[src/rtl/bfly_stage_ctrl_if.sv]
// Control bus of one radix-2 butterfly stage: beat input, FIFO strobes, output qualifiers.
// tw_addr exists only when BFLY_STAGE_CTRL_TWIDDLE_EN is defined.
interface bfly_stage_ctrl_if #(
  parameter int NUM  = 16,
  parameter int DATA = 512
) ();
  localparam int COUNT = DATA / NUM;
  localparam int H     = COUNT / 2;
  localparam int TW_W  = $clog2(H);

  // Handshake: valid_in marks one NUM-lane beat accepted in the cycle it is high.
  // There is no ready; the stage never backpressures. valid_out likewise marks
  // one output beat in the cycle it is high, with out_sel choosing the path.
  logic valid_in;
  logic flush;
  logic sr_write;
  logic sr_read;
  logic sr_clr;
  logic bfly_en;
  logic out_sel;
  logic valid_out;
  logic frame_done;
  logic busy;
`ifdef BFLY_STAGE_CTRL_TWIDDLE_EN
  logic [TW_W-1:0] tw_addr;
`endif

  modport master (
    output valid_in, flush,
    input  sr_write, sr_read, sr_clr, bfly_en, out_sel, valid_out, frame_done, busy
`ifdef BFLY_STAGE_CTRL_TWIDDLE_EN
    , input tw_addr
`endif
  );

  modport slave (
    input  valid_in, flush,
    output sr_write, sr_read, sr_clr, bfly_en, out_sel, valid_out, frame_done, busy
`ifdef BFLY_STAGE_CTRL_TWIDDLE_EN
    , output tw_addr
`endif
  );
endinterface

[src/rtl/bfly_stage_ctrl.sv]
// Sequencer for a delay-feedback butterfly stage: FILL stores the first half-frame,
// CALC emits sums, DRAIN emits the stored differences. Optional BFLY_STAGE_CTRL_TWIDDLE_EN adds tw_addr.
module bfly_stage_ctrl #(
  parameter int NUM  = 16,
  parameter int DATA = 512
) (
  input  logic                        clk,
  input  logic                        rstn,
  bfly_stage_ctrl_if.slave            bus,
  output logic [1:0]                  o_dbg_state,
  output logic [$clog2((DATA/NUM)/2):0] o_dbg_fill_cnt
);
  localparam int COUNT = DATA / NUM;
  localparam int H     = COUNT / 2;
  localparam int CW    = $clog2(H) + 1;
  localparam logic [CW-1:0] H_C = CW'(H);

  typedef enum logic [1:0] {
    S_IDLE  = 2'd0,
    S_FILL  = 2'd1,
    S_CALC  = 2'd2,
    S_DRAIN = 2'd3
  } state_t;

  state_t        r_state;
  logic [CW-1:0] r_fill_cnt;
  logic [CW-1:0] r_calc_cnt;
  logic [CW-1:0] r_drn_cnt;

  state_t        w_state_nxt;
  logic [CW-1:0] w_fill_nxt;
  logic [CW-1:0] w_calc_nxt;
  logic [CW-1:0] w_drn_nxt;
  logic [CW-1:0] w_fill_inc;
  logic [CW-1:0] w_calc_inc;
  logic [CW-1:0] w_drn_inc;

  logic w_sr_write;
  logic w_sr_read;
  logic w_sr_clr;
  logic w_bfly_en;
  logic w_out_sel;
  logic w_valid_out;
  logic w_frame_done;

  assign w_fill_inc = r_fill_cnt + 1'b1;
  assign w_calc_inc = r_calc_cnt + 1'b1;
  assign w_drn_inc  = r_drn_cnt + 1'b1;

  always_ff @(posedge clk or negedge rstn) begin
    if (!rstn) begin
      r_state    <= S_IDLE;
      r_fill_cnt <= '0;
      r_calc_cnt <= '0;
      r_drn_cnt  <= '0;
    end else begin
      r_state    <= w_state_nxt;
      r_fill_cnt <= w_fill_nxt;
      r_calc_cnt <= w_calc_nxt;
      r_drn_cnt  <= w_drn_nxt;
    end
  end

  always_comb begin
    w_state_nxt  = r_state;
    w_fill_nxt   = r_fill_cnt;
    w_calc_nxt   = r_calc_cnt;
    w_drn_nxt    = r_drn_cnt;
    w_sr_write   = 1'b0;
    w_sr_read    = 1'b0;
    w_sr_clr     = 1'b0;
    w_bfly_en    = 1'b0;
    w_out_sel    = 1'b0;
    w_valid_out  = 1'b0;
    w_frame_done = 1'b0;

    if (bus.flush) begin
      // Abort wins over any beat arriving in the same cycle.
      w_sr_clr    = 1'b1;
      w_state_nxt = S_IDLE;
      w_fill_nxt  = '0;
      w_calc_nxt  = '0;
      w_drn_nxt   = '0;
    end else begin
      case (r_state)
        S_IDLE, S_FILL: begin
          if (bus.valid_in) begin
            w_sr_write = 1'b1;
            if (w_fill_inc == H_C) begin
              w_state_nxt = S_CALC;
              w_fill_nxt  = '0;
            end else begin
              w_state_nxt = S_FILL;
              w_fill_nxt  = w_fill_inc;
            end
          end
        end

        S_CALC: begin
          if (bus.valid_in) begin
            w_sr_read   = 1'b1;
            w_sr_write  = 1'b1;
            w_bfly_en   = 1'b1;
            w_valid_out = 1'b1;
            if (w_calc_inc == H_C) begin
              w_state_nxt = S_DRAIN;
              w_calc_nxt  = '0;
              w_drn_nxt   = '0;
            end else begin
              w_calc_nxt = w_calc_inc;
            end
          end
        end

        S_DRAIN: begin
          w_sr_read   = 1'b1;
          w_valid_out = 1'b1;
          w_out_sel   = 1'b1;
          w_drn_nxt   = w_drn_inc;
          // Incoming beats are the next frame's first half, sharing the FIFO slots being popped.
          if (bus.valid_in && (r_fill_cnt != H_C)) begin
            w_sr_write = 1'b1;
            w_fill_nxt = w_fill_inc;
          end
          if (w_drn_inc == H_C) begin
            w_frame_done = 1'b1;
            w_drn_nxt    = '0;
            if (w_fill_nxt == '0) begin
              w_state_nxt = S_IDLE;
            end else if (w_fill_nxt == H_C) begin
              w_state_nxt = S_CALC;
              w_fill_nxt  = '0;
            end else begin
              w_state_nxt = S_FILL;
            end
          end
        end

        default: begin
          w_state_nxt = S_IDLE;
          w_fill_nxt  = '0;
          w_calc_nxt  = '0;
          w_drn_nxt   = '0;
        end
      endcase
    end
  end

  // Outputs decode from valid_in directly, so they are forced low while reset is held.
  assign bus.sr_write   = rstn & w_sr_write;
  assign bus.sr_read    = rstn & w_sr_read;
  assign bus.sr_clr     = rstn & w_sr_clr;
  assign bus.bfly_en    = rstn & w_bfly_en;
  assign bus.out_sel    = rstn & w_out_sel;
  assign bus.valid_out  = rstn & w_valid_out;
  assign bus.frame_done = rstn & w_frame_done;
  assign bus.busy       = rstn & (r_state != S_IDLE);

`ifdef BFLY_STAGE_CTRL_TWIDDLE_EN
  localparam int TW = $clog2(H);
  assign bus.tw_addr = (rstn && !bus.flush && (r_state == S_DRAIN)) ? r_drn_cnt[TW-1:0] : '0;
`endif

  assign o_dbg_state    = r_state;
  assign o_dbg_fill_cnt = r_fill_cnt;
endmodule

[src/flat_wrapper.sv]
// flat-port wrapper written by rule: the top's interface ports become plain ports
module bfly_stage_ctrl_flat 
#(
  parameter int NUM  = 16,
  parameter int DATA = 512
)
  (clk, rstn, o_dbg_state, o_dbg_fill_cnt, bus_valid_in, bus_flush, bus_sr_write, bus_sr_read, bus_sr_clr, bus_bfly_en, bus_out_sel, bus_valid_out, bus_frame_done, bus_busy);
  bfly_stage_ctrl_if #(.NUM(NUM), .DATA(DATA)) bus_i ();
  input  logic clk;
  input  logic rstn;
  output logic [1:0] o_dbg_state;
  output logic [$clog2((DATA/NUM)/2):0] o_dbg_fill_cnt;
  input wire logic [$bits(bus_i.valid_in)-1:0] bus_valid_in;
  input wire logic [$bits(bus_i.flush)-1:0] bus_flush;
  output wire logic [$bits(bus_i.sr_write)-1:0] bus_sr_write;
  output wire logic [$bits(bus_i.sr_read)-1:0] bus_sr_read;
  output wire logic [$bits(bus_i.sr_clr)-1:0] bus_sr_clr;
  output wire logic [$bits(bus_i.bfly_en)-1:0] bus_bfly_en;
  output wire logic [$bits(bus_i.out_sel)-1:0] bus_out_sel;
  output wire logic [$bits(bus_i.valid_out)-1:0] bus_valid_out;
  output wire logic [$bits(bus_i.frame_done)-1:0] bus_frame_done;
  output wire logic [$bits(bus_i.busy)-1:0] bus_busy;
  assign bus_i.valid_in = bus_valid_in;
  assign bus_i.flush = bus_flush;
  assign bus_sr_write = bus_i.sr_write;
  assign bus_sr_read = bus_i.sr_read;
  assign bus_sr_clr = bus_i.sr_clr;
  assign bus_bfly_en = bus_i.bfly_en;
  assign bus_out_sel = bus_i.out_sel;
  assign bus_valid_out = bus_i.valid_out;
  assign bus_frame_done = bus_i.frame_done;
  assign bus_busy = bus_i.busy;
  bfly_stage_ctrl #(.NUM(NUM), .DATA(DATA)) u_core (.clk(clk), .rstn(rstn), .bus(bus_i), .o_dbg_state(o_dbg_state), .o_dbg_fill_cnt(o_dbg_fill_cnt));
endmodule
[config.mk]
export PLATFORM = sky130hd
export DESIGN_NAME = bfly_stage_ctrl_flat
export DESIGN_NICKNAME = d
export VERILOG_FILES = /design/src/rtl/bfly_stage_ctrl_if.sv /design/src/rtl/bfly_stage_ctrl.sv /design/src/flat_wrapper.sv
export SDC_FILE = /design/constraint.sdc
export NUM_CORES = 1
export LEC_CHECK = 0
export CAP_MARGIN = 30
export CELL_PAD_IN_SITES_DETAIL_PLACEMENT = 1
export CELL_PAD_IN_SITES_GLOBAL_PLACEMENT = 2
export CORE_ASPECT_RATIO = 1.25
export CORE_UTILIZATION = 30
export DETAILED_ROUTE_END_ITERATION = 7
export GPL_TIMING_DRIVEN = 0
export PLACE_DENSITY = 0.78
export REMOVE_ABC_BUFFERS = 1
export SETUP_SLACK_MARGIN = 0.05
export SYNTH_ARGS = -nofsm -noshare
export SYNTH_HDL_FRONTEND = slang
export SYNTH_SLANG_ARGS = --single-unit
[constraint.sdc]
create_clock -name clk -period 2 [get_ports clk]
set_input_delay 0.2 -clock clk [delete_from_list [all_inputs] [get_ports clk]]
set_output_delay 0.2 -clock clk [all_outputs]
set_load 0.01 [all_outputs]
* Word-level counts from Yosys, hierarchy flattened
Cells that the tools add are included.
** Storage, ports and cells
- Bits in registers :: 17
- Memories :: 0
- Bits of input ports :: 4
- Memory bits (read-only) :: 0
- Output and inout port bits :: 15
- Logic and storage cells :: 82
- Bits in latches :: 0
- Bits in writable memories :: 0
** Operators by class
- Divide/modulo/power cells :: 0
- Shifts and indexed selects :: 0
- Mux-type cells :: 42
- Bitwise operators :: 7
- $add $sub $neg :: 3
- Equal/unequal tests :: 12
- $lt $le $gt $ge :: 0
- Multipliers :: 0
- Reduce and logical (&&, ||, !) cells :: 14
** Operators with widths (count)
- $mux 5 :: 17
- $eq 5x5->1 const B :: 4
- $pmux 5 s2 :: 2
- $mux 2 :: 8
- $add 5x1->5 const B :: 3
- $mux 1 :: 12
- $and 1x1->1 :: 7
- $ne 3x2->1 const B :: 2
- $ne 3x3->1 const B :: 2
- $pmux 2 s3 :: 1
- $reduce_bool 2->1 :: 3
- $reduce_bool 3->1 :: 2
- $logic_not 5->1 :: 1
- $ne 5x5->1 const B :: 1
- $eq 2x2->1 const B :: 2
- $pmux 1 s2 :: 2
- $reduce_and 2->1 :: 2
- $reduce_and 4->1 :: 1
- $reduce_and 3->1 :: 1
- $reduce_or 3->1 :: 1
- $eq 2x1->1 const B :: 1
- $logic_not 2->1 :: 1
- $reduce_or 2->1 :: 1
- $logic_and 1x1->1 :: 1

* Depth between registers and ports, before layout
- Depth in word-level cells :: 11
- Mapped depth :: 7
- Mapped depth without buffers :: 7

* Worst setup path before layout
Ideal clock, no wire load.
- Path kind :: reg-to-reg
- Start :: register u_core.r_fill_cnt[0] (netlist: u_core.o_dbg_fill_cnt[0])
- End :: register u_core.r_fill_cnt[4] (netlist: u_core.o_dbg_fill_cnt[4])
- Setup slack :: 0.215 ns
- Stages on the path, launching flop included :: 6
- Data required time :: 1.936 ns
- Period minus slack after synthesis :: 1.785 ns
- Buffers on the path :: 0
- Arrival :: 1.721 ns
- Setup time :: 0.064 ns
- Path through :: dfrtp_1 -> ha_1 -> nand2_1 -> or4b_4 -> a311oi_2 -> a21o_1
** Between the ends
- Cells in the longest elaborated chain, start to end :: 11
- Elaborated cells between the ends (all ways) :: 16
- Classes of those cells :: 1 x add/sub; 3 x eq/ne; 10 x mux; 2 x reduce/logical
** Ends and longest elaborated chain
- start, declared :: line bfly_stage_ctrl.sv:26 : logic [CW-1:0] r_fill_cnt;
- start signal, assigned :: line bfly_stage_ctrl.sv:58 : r_fill_cnt <= w_fill_nxt;
- branches (longest 9 deep; another with $add 5x1->5)
- $pmux 5 s2 (*) :: line bfly_stage_ctrl.sv:85 : case (r_state)
- $mux 5 (*) :: line bfly_stage_ctrl.sv:77 : if (bus.flush) begin
Mark *: on every way between the ends. The select of a mux whose other input is x is not followed.
A chain may end at the register's enable or synchronous reset.

* Final worst setup path
- Start :: register u_core.r_fill_cnt[1] (netlist: u_core.o_dbg_fill_cnt[1])
- End :: output port bus_sr_write
** Between the ends
- Cells in the longest elaborated chain, start to end :: 6
** Ends and longest elaborated chain
- $ne 5x5->1 :: line bfly_stage_ctrl.sv:121 : if (bus.valid_in && (r_fill_cnt != H_C)) begin
- $logic_and 1x1->1 :: line bfly_stage_ctrl.sv:121
- $mux 1 :: line bfly_stage_ctrl.sv:121
- $pmux 1 s2 :: line bfly_stage_ctrl.sv:85
- $mux 1 :: line bfly_stage_ctrl.sv:77
- $and 1x1->1 :: line bfly_stage_ctrl.sv:150 : assign bus.sr_write = rstn & w_sr_write;
- end, declared :: line flat_wrapper.sv:15 : output wire logic [$bits(bus_i.sr_write)-1:0] bus_sr_write;
No other way between the ends.

==> qor.yml <==
clocking:
  cts_sinks: 17
  hold_buffers: 0
  cts.htree.levels: 1
  clockBufferDepth: 2
  path_clk_slew_ns: 0.07
  clock_latency_ns: 0.25
  cts_tree: "done"
  clockRootBuffer: "clkbuf_8"
  cts_buffers: 3
logic_synthesis:
  ys_ff_latch: 17
  synth_flop_cell: "dfrtp_1"
  yosysSeqAreaShare_pct: 33.3
  synthDistinctLibCells: 50
  synth_largest_area_cell: "dfrtp_1"
  synth_top_area_share_pct: 33.3
  ys_top_cells_by_count: "17 x dfrtp_1, 17 x nor2_1, 16 x nand2_1"
  synth_area_mm2: 0.00128
  async_reset_ff_share_pct: 100
  yosys-top-cells-area: "dfrtp_1 33%, nor2_1 5.0%, nand2_1 4.7%, a21oi_1 3.9%, ha_1 3.9%"
  ys_warn_count: 0
  syn_area_per_cell_um2: 8.41
  synth_edf_count: 0
  syn_inst: 152
critical_path:
  crit_arrival_ns: 1.68
  worstRegToRegCells: 8
  end_kind: "output pin"
  cp.required_ns: 1.80
  worstPathMaxFanout: 6
  worst-setup-path-type: "flop to output pin"
  start_kind: "flop"
timing:
  finalSetupViolCount: 0
  skew_ns: 0.00167
  tightest_slew_ns: 0.568
  final_max_slew_viol_count: 0
  fin_ws_ns: 0.121
  finalHoldViolations: 0
  whs_ns: 0.0254
  timing.final.crit_period_ns: 1.88
  fmax_ghz: 0.532
  rsz0062_at_grt: "true"
  fin_setup_tns_ns: 0
  finalCritPeriodShare_pct: 94.0
  relSlewSlack_pct: 62.1
detailed_routing:
  drtIter0Drc: 19
  vias: 1290
  drc: 0
  via_per_inst: 5.63
  ant_nets: 0
  drt-total-wl_mm: 3.89
  wire_per_inst_um: 17.0
  firstDrtPassIters: 4
floorplanning:
  io-pin-count: 19
  dieHeight_um: 75.0
  row_count: 26
  die_area_mm2: 0.00453
  initial_core_util_pct: 31.2
  core_area_mm2: 0.00410
  die_w_um: 60.4
outcome:
  status: "completed"
placed_design:
  io_buffers: 18
  gp_congestion: 0.871
  dp_hpwl_mm: 2.73
  dp_slack_ns: -0.514
cells_and_area:
  n_antenna_cell: 0
  final_nets: 182
  drive_gt1_share_pct: 19.1
  areaGrowthSynthToFinish_pct: 27.8
  utilization_pct: 39.9
grt:
  grt_util_all_layers_pct: 18.7
  grt_pass1_vias: 1330
  grt_pass1_wl_mm: 6.38
  antenna_found_initial: 0
  grt_max_degree: 24
  gr-total-overflow: 0
power:
  power_uw: 741
  power_density_mw_per_mm2: 454
  ir_drop_mv: 0.208
  p_leak_uw: 0.000693
min_path:
  worstHoldPathType: "input pin to async pin"
job:
  maxCapViolations: 0
## per-stage QoR
| stage | cells | cell area (um2) |
|---|---|---|
| CTS | 229 | 1620 |
| floorplan | 145 | 1240 |
| finish | 229 | 1630 |
| global route | 229 | 1630 |
| global placement | 219 | 1490 |
| detailed placement | 219 | 1490 |
## routing by layer
metal  track usage (%)  routed length [um]  vias to the layer above
met5                 0                   0                        -
met4              4.91                  42                        0
met3              1.89                 115                        4
met2              35.8                2160                       28
met1              21.5                1570                      655
li1                  -                   -                      603
## cells by family after synthesis
family                     count (synthesis)  synth area share [%]
adders and majority gates                  4                  3.91
buffers and inverters                     13                  5.28
muxes                                      2                  1.57
xor gates and xnor gates                   4                  2.74
DFF                                       17                  33.3
AOI/OAI and AO/OA                         46                  26.5
and+or+nand+nor                           66                  26.7
## timing repair
item	in CTS	in global routing
endpoints found under the setup margin	10	7
pin swaps	0	2
gates resized for setup	25	9
setup buffers	6	0
## sequential cells by signal, indices dropped and copies added (netlist names)
name and cells:
u_core.r_drn_cnt 5, u_core.o_dbg_state 2, u_core.o_dbg_fill_cnt 5, u_core.r_calc_cnt 5
## cells in the final DEF (no fill, tap or decap), drive strengths merged, types with 2 or more instances in the layout
cell type	instances
clkdlybuf4s50	10
inv	5
nor2b	5
a21o	2
o2111a	3
clkdlybuf4s15	2
ha	4
o211ai	2
nand3	4
dfrtp	17
nor3b	2
nor3	2
nand2b	2
or2	2
a211oi	3
dlymetal6s2s	2
buf	7
nor2	17
mux2i	2
o21a	2
o22ai	2
nand4	3
and3	3
clkbuf	4
a21oi	10
a32o	2
nand2	17
xor2	3
and2	4
o21ai	8
dlygate4sd2	3
## final cells by class
cell class	instances	area (um2)
multi-input cells	122	837
clock buffers	4	45.0
well taps	56	70.1
fillers	511	2460
repair buffers	24	224
flip-flops and latches	17	430
inverters	6	27.5
## worst max-delay path: stages, from the launching register on
cell,delay (ns)
dfrtp_2,0.45
inv_1,0.12
ha_4,0.15
nand4bb_1,0.16
o2111a_1,0.28
dlygate4sd2_1,0.28
## power breakdown
group / internal (uW) / switching (uW) / total [uW]
Sequential: 351 / 11.7 / 363
Combinational: 47.3 / 64.6 / 112
Clock: 141 / 125 / 267
Total: 540 / 202 / 741
## path summary, 6_finish.rpt
kind	startpoint	to	slack, ns
worst max-delay path	u_core.o_dbg_fill_cnt[1]	bus_sr_write	0.12
worst min-delay path	rstn	u_core.o_dbg_fill_cnt[3]	0.03
worst max register to register	u_core.o_dbg_fill_cnt[0]	u_core.o_dbg_state[0]	0.17
worst min register to register	u_core.r_drn_cnt[2]	u_core.r_drn_cnt[2]	0.54
max in group asynchronous	rstn	u_core.o_dbg_state[0]	1.57
min in group clk	bus_valid_in	u_core.o_dbg_state[1]	0.43
Power figures use the tool's default switching activity.
